[src/rtl/gesture_pkg.sv]
// Shared definitions for the gesture pipeline: frame geometry defaults,
// counter sizing helper and the mask packer state encoding.
package gesture_pkg;

  localparam int WIDTH_DEF  = 320;
  localparam int HEIGHT_DEF = 240;

  // Bits needed to index 0..n-1, never less than one.
  function automatic int cnt_width(input int n);
    return (n <= 2) ? 1 : $clog2(n);
  endfunction

  typedef enum logic {
    IDLE   = 1'b0,
    ACTIVE = 1'b1
  } pack_state_t;

endpackage

[src/rtl/mask_fifo2.sv]
// Two-entry byte FIFO; a push into a full FIFO is taken when a pop frees
// the head in the same cycle. Output reads zero while empty.
module mask_fifo2 (
  input  logic       clk,
  input  logic       rst,
  input  logic       push,
  input  logic [7:0] din,
  input  logic       pop,
  output logic       full,
  output logic       empty,
  output logic [7:0] dout
);

  logic [7:0] mem [2];
  logic       wr_ptr_reg;
  logic       rd_ptr_reg;
  logic [1:0] count_reg;
  logic       do_push;
  logic       do_pop;

  assign full    = (count_reg == 2'd2);
  assign empty   = (count_reg == 2'd0);
  assign do_pop  = pop && !empty;
  assign do_push = push && (!full || do_pop);
  assign dout    = empty ? 8'h00 : mem[rd_ptr_reg];

  always_ff @(posedge clk) begin
    if (do_push) begin
      mem[wr_ptr_reg] <= din;
    end
  end

  always_ff @(posedge clk) begin
    if (rst) begin
      wr_ptr_reg <= 1'b0;
      rd_ptr_reg <= 1'b0;
      count_reg  <= 2'd0;
    end else begin
      if (do_push) wr_ptr_reg <= ~wr_ptr_reg;
      if (do_pop)  rd_ptr_reg <= ~rd_ptr_reg;
      count_reg <= count_reg + 2'(do_push) - 2'(do_pop);
    end
  end

endmodule

[src/rtl/object_mask_packer.sv]
// Packs the binarized object stream into mask bytes (bit 0 = earliest pixel),
// tracks frame position and reports per-frame object-pixel totals.
module object_mask_packer
  import gesture_pkg::*;
#(
  parameter int WIDTH  = WIDTH_DEF,
  parameter int HEIGHT = HEIGHT_DEF,
  parameter int CNT_W  = 17
) (
  input  logic             clk,
  input  logic             rst,
  input  logic             frame_start,
  input  logic             pix_valid,
  input  logic             object_image,
  output logic [7:0]       mask_byte,
  output logic             mask_valid,
  input  logic             mask_ready,
  output logic [CNT_W-1:0] obj_count,
  output logic             frame_done,
  output logic             overflow
);

  localparam int COL_W = cnt_width(WIDTH);
  localparam int ROW_W = cnt_width(HEIGHT);

  pack_state_t      state_reg, state_next;
  logic [7:0]       shreg_reg, shreg_base;
  logic [2:0]       bit_idx_reg, bit_idx_base;
  logic [COL_W-1:0] col_reg, col_base;
  logic [ROW_W-1:0] row_reg, row_base;
  logic [CNT_W-1:0] run_cnt_reg, run_cnt_base;
  logic [CNT_W-1:0] obj_count_reg;
  logic             push_pend_reg;
  logic             done_pend_reg;
  logic             frame_done_reg;
  logic             overflow_reg;

  logic accept;
  logic last_col;
  logic last_pix;
  logic clear_base;
  logic pop;
  logic fifo_full;
  logic fifo_empty;

  // A restart, or the cycle after a frame's final pixel, starts from a clean slate.
  assign clear_base = frame_start || done_pend_reg;
  assign accept     = pix_valid && ((state_reg == ACTIVE) || frame_start);
  assign pop        = mask_valid && mask_ready;

  always_comb begin
    shreg_base   = shreg_reg;
    bit_idx_base = bit_idx_reg;
    col_base     = col_reg;
    row_base     = row_reg;
    run_cnt_base = run_cnt_reg;
    if (clear_base) begin
      shreg_base   = '0;
      bit_idx_base = '0;
      col_base     = '0;
      row_base     = '0;
      run_cnt_base = '0;
    end
  end

  assign last_col = (col_base == COL_W'(WIDTH - 1));
  assign last_pix = accept && last_col && (row_base == ROW_W'(HEIGHT - 1));

  always_comb begin
    state_next = state_reg;
    if (frame_start) state_next = ACTIVE;
    if (last_pix)    state_next = IDLE;
  end

  always_ff @(posedge clk) begin
    if (rst) begin
      state_reg      <= IDLE;
      shreg_reg      <= '0;
      bit_idx_reg    <= '0;
      col_reg        <= '0;
      row_reg        <= '0;
      run_cnt_reg    <= '0;
      obj_count_reg  <= '0;
      push_pend_reg  <= 1'b0;
      done_pend_reg  <= 1'b0;
      frame_done_reg <= 1'b0;
      overflow_reg   <= 1'b0;
    end else begin
      state_reg      <= state_next;
      push_pend_reg  <= accept && (bit_idx_base == 3'd7);
      done_pend_reg  <= last_pix;
      frame_done_reg <= done_pend_reg;
      if (done_pend_reg) obj_count_reg <= run_cnt_reg;
      // The completed byte is offered to the FIFO one cycle after its last pixel.
      if (push_pend_reg && fifo_full && !pop) overflow_reg <= 1'b1;

      shreg_reg   <= shreg_base;
      bit_idx_reg <= bit_idx_base;
      col_reg     <= col_base;
      row_reg     <= row_base;
      run_cnt_reg <= run_cnt_base;
      if (accept) begin
        shreg_reg[bit_idx_base] <= object_image;
        bit_idx_reg             <= bit_idx_base + 3'd1;
        run_cnt_reg             <= run_cnt_base + CNT_W'(object_image);
        if (last_col) begin
          col_reg <= '0;
          row_reg <= row_base + ROW_W'(1);
        end else begin
          col_reg <= col_base + COL_W'(1);
        end
      end
    end
  end

  mask_fifo2 u_fifo (
    .clk   (clk),
    .rst   (rst),
    .push  (push_pend_reg),
    .din   (shreg_reg),
    .pop   (pop),
    .full  (fifo_full),
    .empty (fifo_empty),
    .dout  (mask_byte)
  );

  assign mask_valid = !fifo_empty;
  assign obj_count  = obj_count_reg;
  assign frame_done = frame_done_reg;
  assign overflow   = overflow_reg;

endmodule

[config.mk]
export PLATFORM = sky130hd
export DESIGN_NAME = object_mask_packer
export DESIGN_NICKNAME = d
export VERILOG_FILES = /design/src/rtl/gesture_pkg.sv /design/src/rtl/mask_fifo2.sv /design/src/rtl/object_mask_packer.sv
export SDC_FILE = /design/constraint.sdc
export NUM_CORES = 1
export LEC_CHECK = 0
export CORE_UTILIZATION = 61
export DETAILED_ROUTE_END_ITERATION = 7
export PLACE_DENSITY = 0.84
export SKIP_CTS_REPAIR_TIMING = 1
export SLEW_MARGIN = 5
export SYNTH_ARGS = -nofsm -noshare
export SYNTH_HDL_FRONTEND = slang
export SYNTH_SLANG_ARGS = --single-unit
[constraint.sdc]
create_clock -name clk -period 7.3 [get_ports clk]
set_input_delay 1.095 -clock clk [delete_from_list [all_inputs] [get_ports clk]]
set_output_delay 1.095 -clock clk [all_outputs]
set_load 0.01 [all_outputs]
# Word level (Yosys, flattened, before mapping)
# Memory sizes are Yosys's and may differ from the RTL's. A register that Yosys moved wholly into a read port is not among the register bits.
# Cells that the tools add are included.
# word_totals
register_bits	71
mem_bits_rw	16
inputBits	6
output_inout_bits	28
wordCells	67
mem_count	1
# classes
n_addsub	6
magnitude_cmp	2
eq_ne	4
mux	20
bitwise	2
n_reduce_logical	18
# memory_table
memory	words	width	rd	rd_clocked_by_memory_dff	write_ports	line	source
u_fifo.mem	2	8	1	1	1	mask_fifo2.sv:14	logic [7:0] mem [2];
# op_table
op	count
2-to-1 mux 8 bit	6
2-to-1 mux 17 bit	2
2-to-1 mux 9 bit	3
adder 17 x 1 -> 17 bit	1
logical AND 1 bit	10
adder 9 x 1 -> 9 bit (second input constant)	1
== test 9 bit (second input constant)	1
adder 8 x 1 -> 8 bit (second input constant)	1
bitwise mux 8 bit	1
== test 8 bit (second input constant)	1
2-to-1 mux 3 bit	2
2-to-1 mux 1 bit	5
< comparator 3 x 4 -> 1 bit (second input constant)	1
adder 3 x 1 -> 3 bit (second input constant)	1
demux 1 bit (select 3 bit)	1
== test 3 bit (second input constant)	1
>= comparator 3 x 1 -> 1 bit (second input constant)	1
zero test 1 bit	3
logical OR 1 bit	3
adder 2 x 1 -> 2 bit	1
== test 2 bit (second input constant)	1
zero test 2 bit	1
inverter 1 bit	2
OR reduction 2 bit	1
subtractor 2 x 1 -> 2 bit	1

# Logic depth before layout (Yosys ltp)
# logic_depth
ltp_word	8
depth_mapped	10
mapped_depth_nobuf	8

# Modules after synthesis
# A second synthesis with hierarchy kept.
# hier_totals
hier_cells	416
area_unflattened_um2	3863.7
# by_module_without_submodules
module	n_inst	cells_per_inst	area_per_inst_um2	seq_area_each_um2
object_mask_packer	1	353	3011.6	1341.3
mask_fifo2	1	63	852.1	580.6

# Worst setup path before layout
# OpenSTA, ideal clock, no wires.
# synth_timing
kind	input-to-reg
start	input port frame_start
end	register run_cnt_reg[15]
setup_time_ns	0.071
arrival_ns	3.039
required_ns	7.229
setup_slack_ns	4.190
cell_stages	9
n_path_buf	2
path_cell_list	buf_6 -> nor2_1 -> clkbuf_1 -> and2_1 -> ha_1 -> o211ai_1 -> or4_4 -> or3_1 -> a21oi_1
# synth_between
elab_chain_len	4
elab_cells_between_ends	6
classes_between	1 x add/sub; 2 x mux; 3 x reduce/logical
# synth_rtl
item	line	source
from (decl)	object_mask_packer.sv:12	input logic frame_start,
logical OR 1 bit	object_mask_packer.sv:47	assign clear_base = frame_start || done_pend_reg;
2-to-1 mux 17 bit	object_mask_packer.sv:57	if (clear_base) begin
adder 17 x 1 -> 17 bit	object_mask_packer.sv:105	run_cnt_reg <= run_cnt_base + CNT_W'(object_image);
2-to-1 mux 17 bit *	object_mask_packer.sv:102	if (accept) begin
to (signal assigned)	object_mask_packer.sv:101	run_cnt_reg <= run_cnt_base;
to (signal assigned)	object_mask_packer.sv:105	
to (decl)	object_mask_packer.sv:31	logic [CNT_W-1:0] run_cnt_reg, run_cnt_base;
# Every way passes the cells marked *; elsewhere a longest branch is shown, timed or not.
# A chain may end at the register's enable or synchronous reset.

# Final worst setup path
# layout_timing
start	input port frame_start
end	register run_cnt_reg[16]
# The elaborated chain is that of the path after synthesis.

==> impl_metrics.yaml <==
finish:
  ff_latch_area_um2: 1920
  n_antenna_cell: 0
  final_nets: 436
  fin_area_um2: 4400
  drive_above_1_share_pct: 6.09
  multiInputGateArea_um2: 1800
  syn_to_final_growth_pct: 14.4
  fillers: 423
global_routing:
  antenna_found_initial: 0
  grt_pass1_wl_um: 12700
  grt_max_degree: 55
  gr-total-overflow: 0
  grt_use_total_pct: 25.6
  grt_pass1_vias: 2800
timing:
  slew_headroom_pct: 34.2
  worst_pin_slew_ps: 987
  hold_slack_ps: 460
  post-route-period-util_pct: 53.3
  setup_viol: 0
  max_freq_mhz: 257
  skew_ps: 10.8
  rsz0062_at_grt: "false"
  finalMaxSlewViolations: 0
  setup_tns_ps: 0
  report.final.hold_viol_count: 0
  min_period_ps: 3890
die:
  io_pins: 34
  fp.dieH_um: 81.4
  die_w_um: 81.4
  fp.dieArea_um2: 6630
  start_util_pct: 64.2
  core-area_um2: 5990
  num_rows: 28
setup_path:
  startpoint: "frame_start"
  r2r-start: "done_pend_reg"
  endpoint_kind: "flip-flop"
  path_class: "in -> reg"
  startpoint_type: "input pin"
  critPathMaxFanout: 25
  cp.required_ps: 7540
  worst-endpoint-arrival_ps: 4130
cts:
  ctsHtreeMaxLevel: 3
  cts.root.buffer_cell: "clkbuf_8"
  cts.sinks: 88
  clkTransAtPathRegs_ps: 90
  cts_buffer_depth: 2
  cts_tree: "built"
  cts_made_buffers: 9
  clk-insertion-delay-late_ps: 340
yosys:
  yosys.area.top_type: "dfxtp_1"
  async_flop_share_pct: 0
  synth_edf_count: 16
  synth_top_family_by_area: "simple AND/OR/NAND/NOR gates"
  synth_nets: 412
  synth-main-ff-cell: "dfxtp_1"
  synth_area_leaders: "dfxtp_1 37%, edfxtp_1 12%, mux2i_1 7.8%, nor2_1 5.3%, xnor2_1 3.6%"
  synth_fa_ha_area_share_pct: 2.60
  yosys.area_share.simple_pct: 23.4
  yosysWarnings: 0
  syn_area_per_cell_um2: 9.66
  seq_area_frac_synth_pct: 50.0
  syn-cell-area_um2: 3850
  yosys_register_bits: 88
  yosys.area_share.xor_xnor_pct: 4.33
  synth_top_area_share_pct: 37.5
  syn-instance-count: 398
  synthMuxAreaShare_pct: 7.81
  yosysUniqueCellTypes: 48
  synth-compound-area-share_pct: 8.59
place:
  gp_congestion: 0.824
  dp_hpwl_um: 5170
  placed_area_um2: 4180
  portBuffers: 33
worst_hold_path:
  hp-start: "shreg_reg[0]"
  holdCritPathClass: "reg -> reg"
outcome:
  status: "completed"
drt:
  vias: 2975
  drc: 0
  ant_nets: 0
  wirelength_um: 7770
  dr.first_iter.drc_count: 255
  wl_per_cell_um: 15.5
  via_per_inst: 5.93
  dr.pass1.iters: 5
power:
  p_per_area_nw_per_um2: 209
  p_leak_nw: 1.49
  irDropWorstVdd_uv: 171
  finalPower_mw: 0.921
flow_run:
  cap_violations: 0
cell usage after synthesis, types with 3 or more instances:
master    instances
dfxtp_1          72
nor2_1           54
nand2_1          32
mux2i_1          30
a21oi_1          26
clkbuf_1         16
edfxtp_1         16
nand3_1          16
xnor2_1          16
nand4_1          12
and2_1            9
ha_1              8
inv_1             7
o21ai_0           7
or3_1             7
nor2b_1           6
and4_1            5
nor3_1            5
buf_2             4
a21o_1            3
nand4b_1          3
nor3b_1           3
o311ai_0          3
o31ai_1           3
or4_1             3
xor2_1            3
worst paths after layout:
path                            slack [ps]          endpoint  depth (start not counted)
worst max-delay path                  3410   run_cnt_reg[16]                          9
worst min-delay path                   460  u_fifo.mem[0][0]                          0
worst max register to register        4560   run_cnt_reg[16]                          8
worst min register to register         460  u_fifo.mem[0][0]                          0
cell type report:
class | count | area share (%)
Timing Repair Buffer | 35 | 7.73
Multi-Input combinational cell | 281 | 40.8
Clock inverter | 5 | 1.36
Sequential cell | 88 | 43.7
Tap cell | 75 | 2.13
Inverter | 7 | 0.597
Clock buffer | 11 | 3.70
metal layers:
layer | vias up | wire length (um) | GRT usage [%]
li1 | 1461 | - | -
met1 | 1410 | 3440 | 31.8
met2 | 92 | 3890 | 43.3
met3 | 12 | 323 | 5.73
met4 | 0 | 116 | 9.46
met5 | - | 0 | 0
metrics by stage:
| step | util (%) | worst slack (ps) | cells |
|---|---|---|---|
| 6_report | 73.5 | 3410 | 502 |
| 5_1_grt | 73.5 | 3270 | 502 |
| 4_1_cts | 73.5 | 3520 | 502 |
| 3_5_place_dp | 69.7 | 3160 | 486 |
| 3_3_place_gp | 69.7 | 3310 | 486 |
| 2_1_floorplan | - | 4190 | 398 |
logic make-up after synthesis:
logic type | Yosys count
muxes | 30
and+or+nand+nor | 170
buffers and inverters | 29
xor gates and xnor gates | 19
adders and majority gates | 8
AOI/OAI and AO/OA | 54
DFF | 88
worst max-delay path, stage by stage:
cell             delay (ps)
clkdlybuf4s50_1         620
nor2_1                  400
buf_4                   330
and2_1                  210
ha_1                    220
nand4_1                 200
nor4_1                  610
a311oi_1                190
a41o_1                  240
where the power goes:
part / switching, mW / internal [mW]
clock network: 0.170 / 0.190
logic: 0.0328 / 0.0237
registers: 0.00799 / 0.497
total: 0.211 / 0.711
layout by cell type (no fill, tap or decap), drive strengths merged, types with 2 or more instances in the layout:
cell type | synthesis | routed
xor2 | 3 | 3
o211ai | 2 | 2
mux2i | 30 | 30
edfxtp | 16 | 16
clkinv | 0 | 2
xnor2 | 16 | 16
nand3b | 2 | 2
nor3b | 3 | 3
buf | 6 | 3
nor2b | 6 | 6
nor4 | 2 | 2
nor3 | 5 | 5
ha | 8 | 8
clkbuf | 16 | 11
a21oi | 26 | 26
and3 | 2 | 2
dfxtp | 72 | 72
a21o | 3 | 3
o31ai | 3 | 3
clkdlybuf4s50 | 0 | 32
inv | 7 | 8
nand3 | 16 | 16
nor2 | 54 | 54
and4bb | 2 | 2
or4 | 5 | 5
a211o | 2 | 2
o21ai | 8 | 8
nand4 | 13 | 13
and2 | 9 | 9
and4 | 5 | 5
or3 | 7 | 7
or3b | 2 | 2
nand4b | 3 | 3
o311ai | 3 | 3
nand2 | 32 | 32
Note: power is estimated with default switching activity, not from simulation.
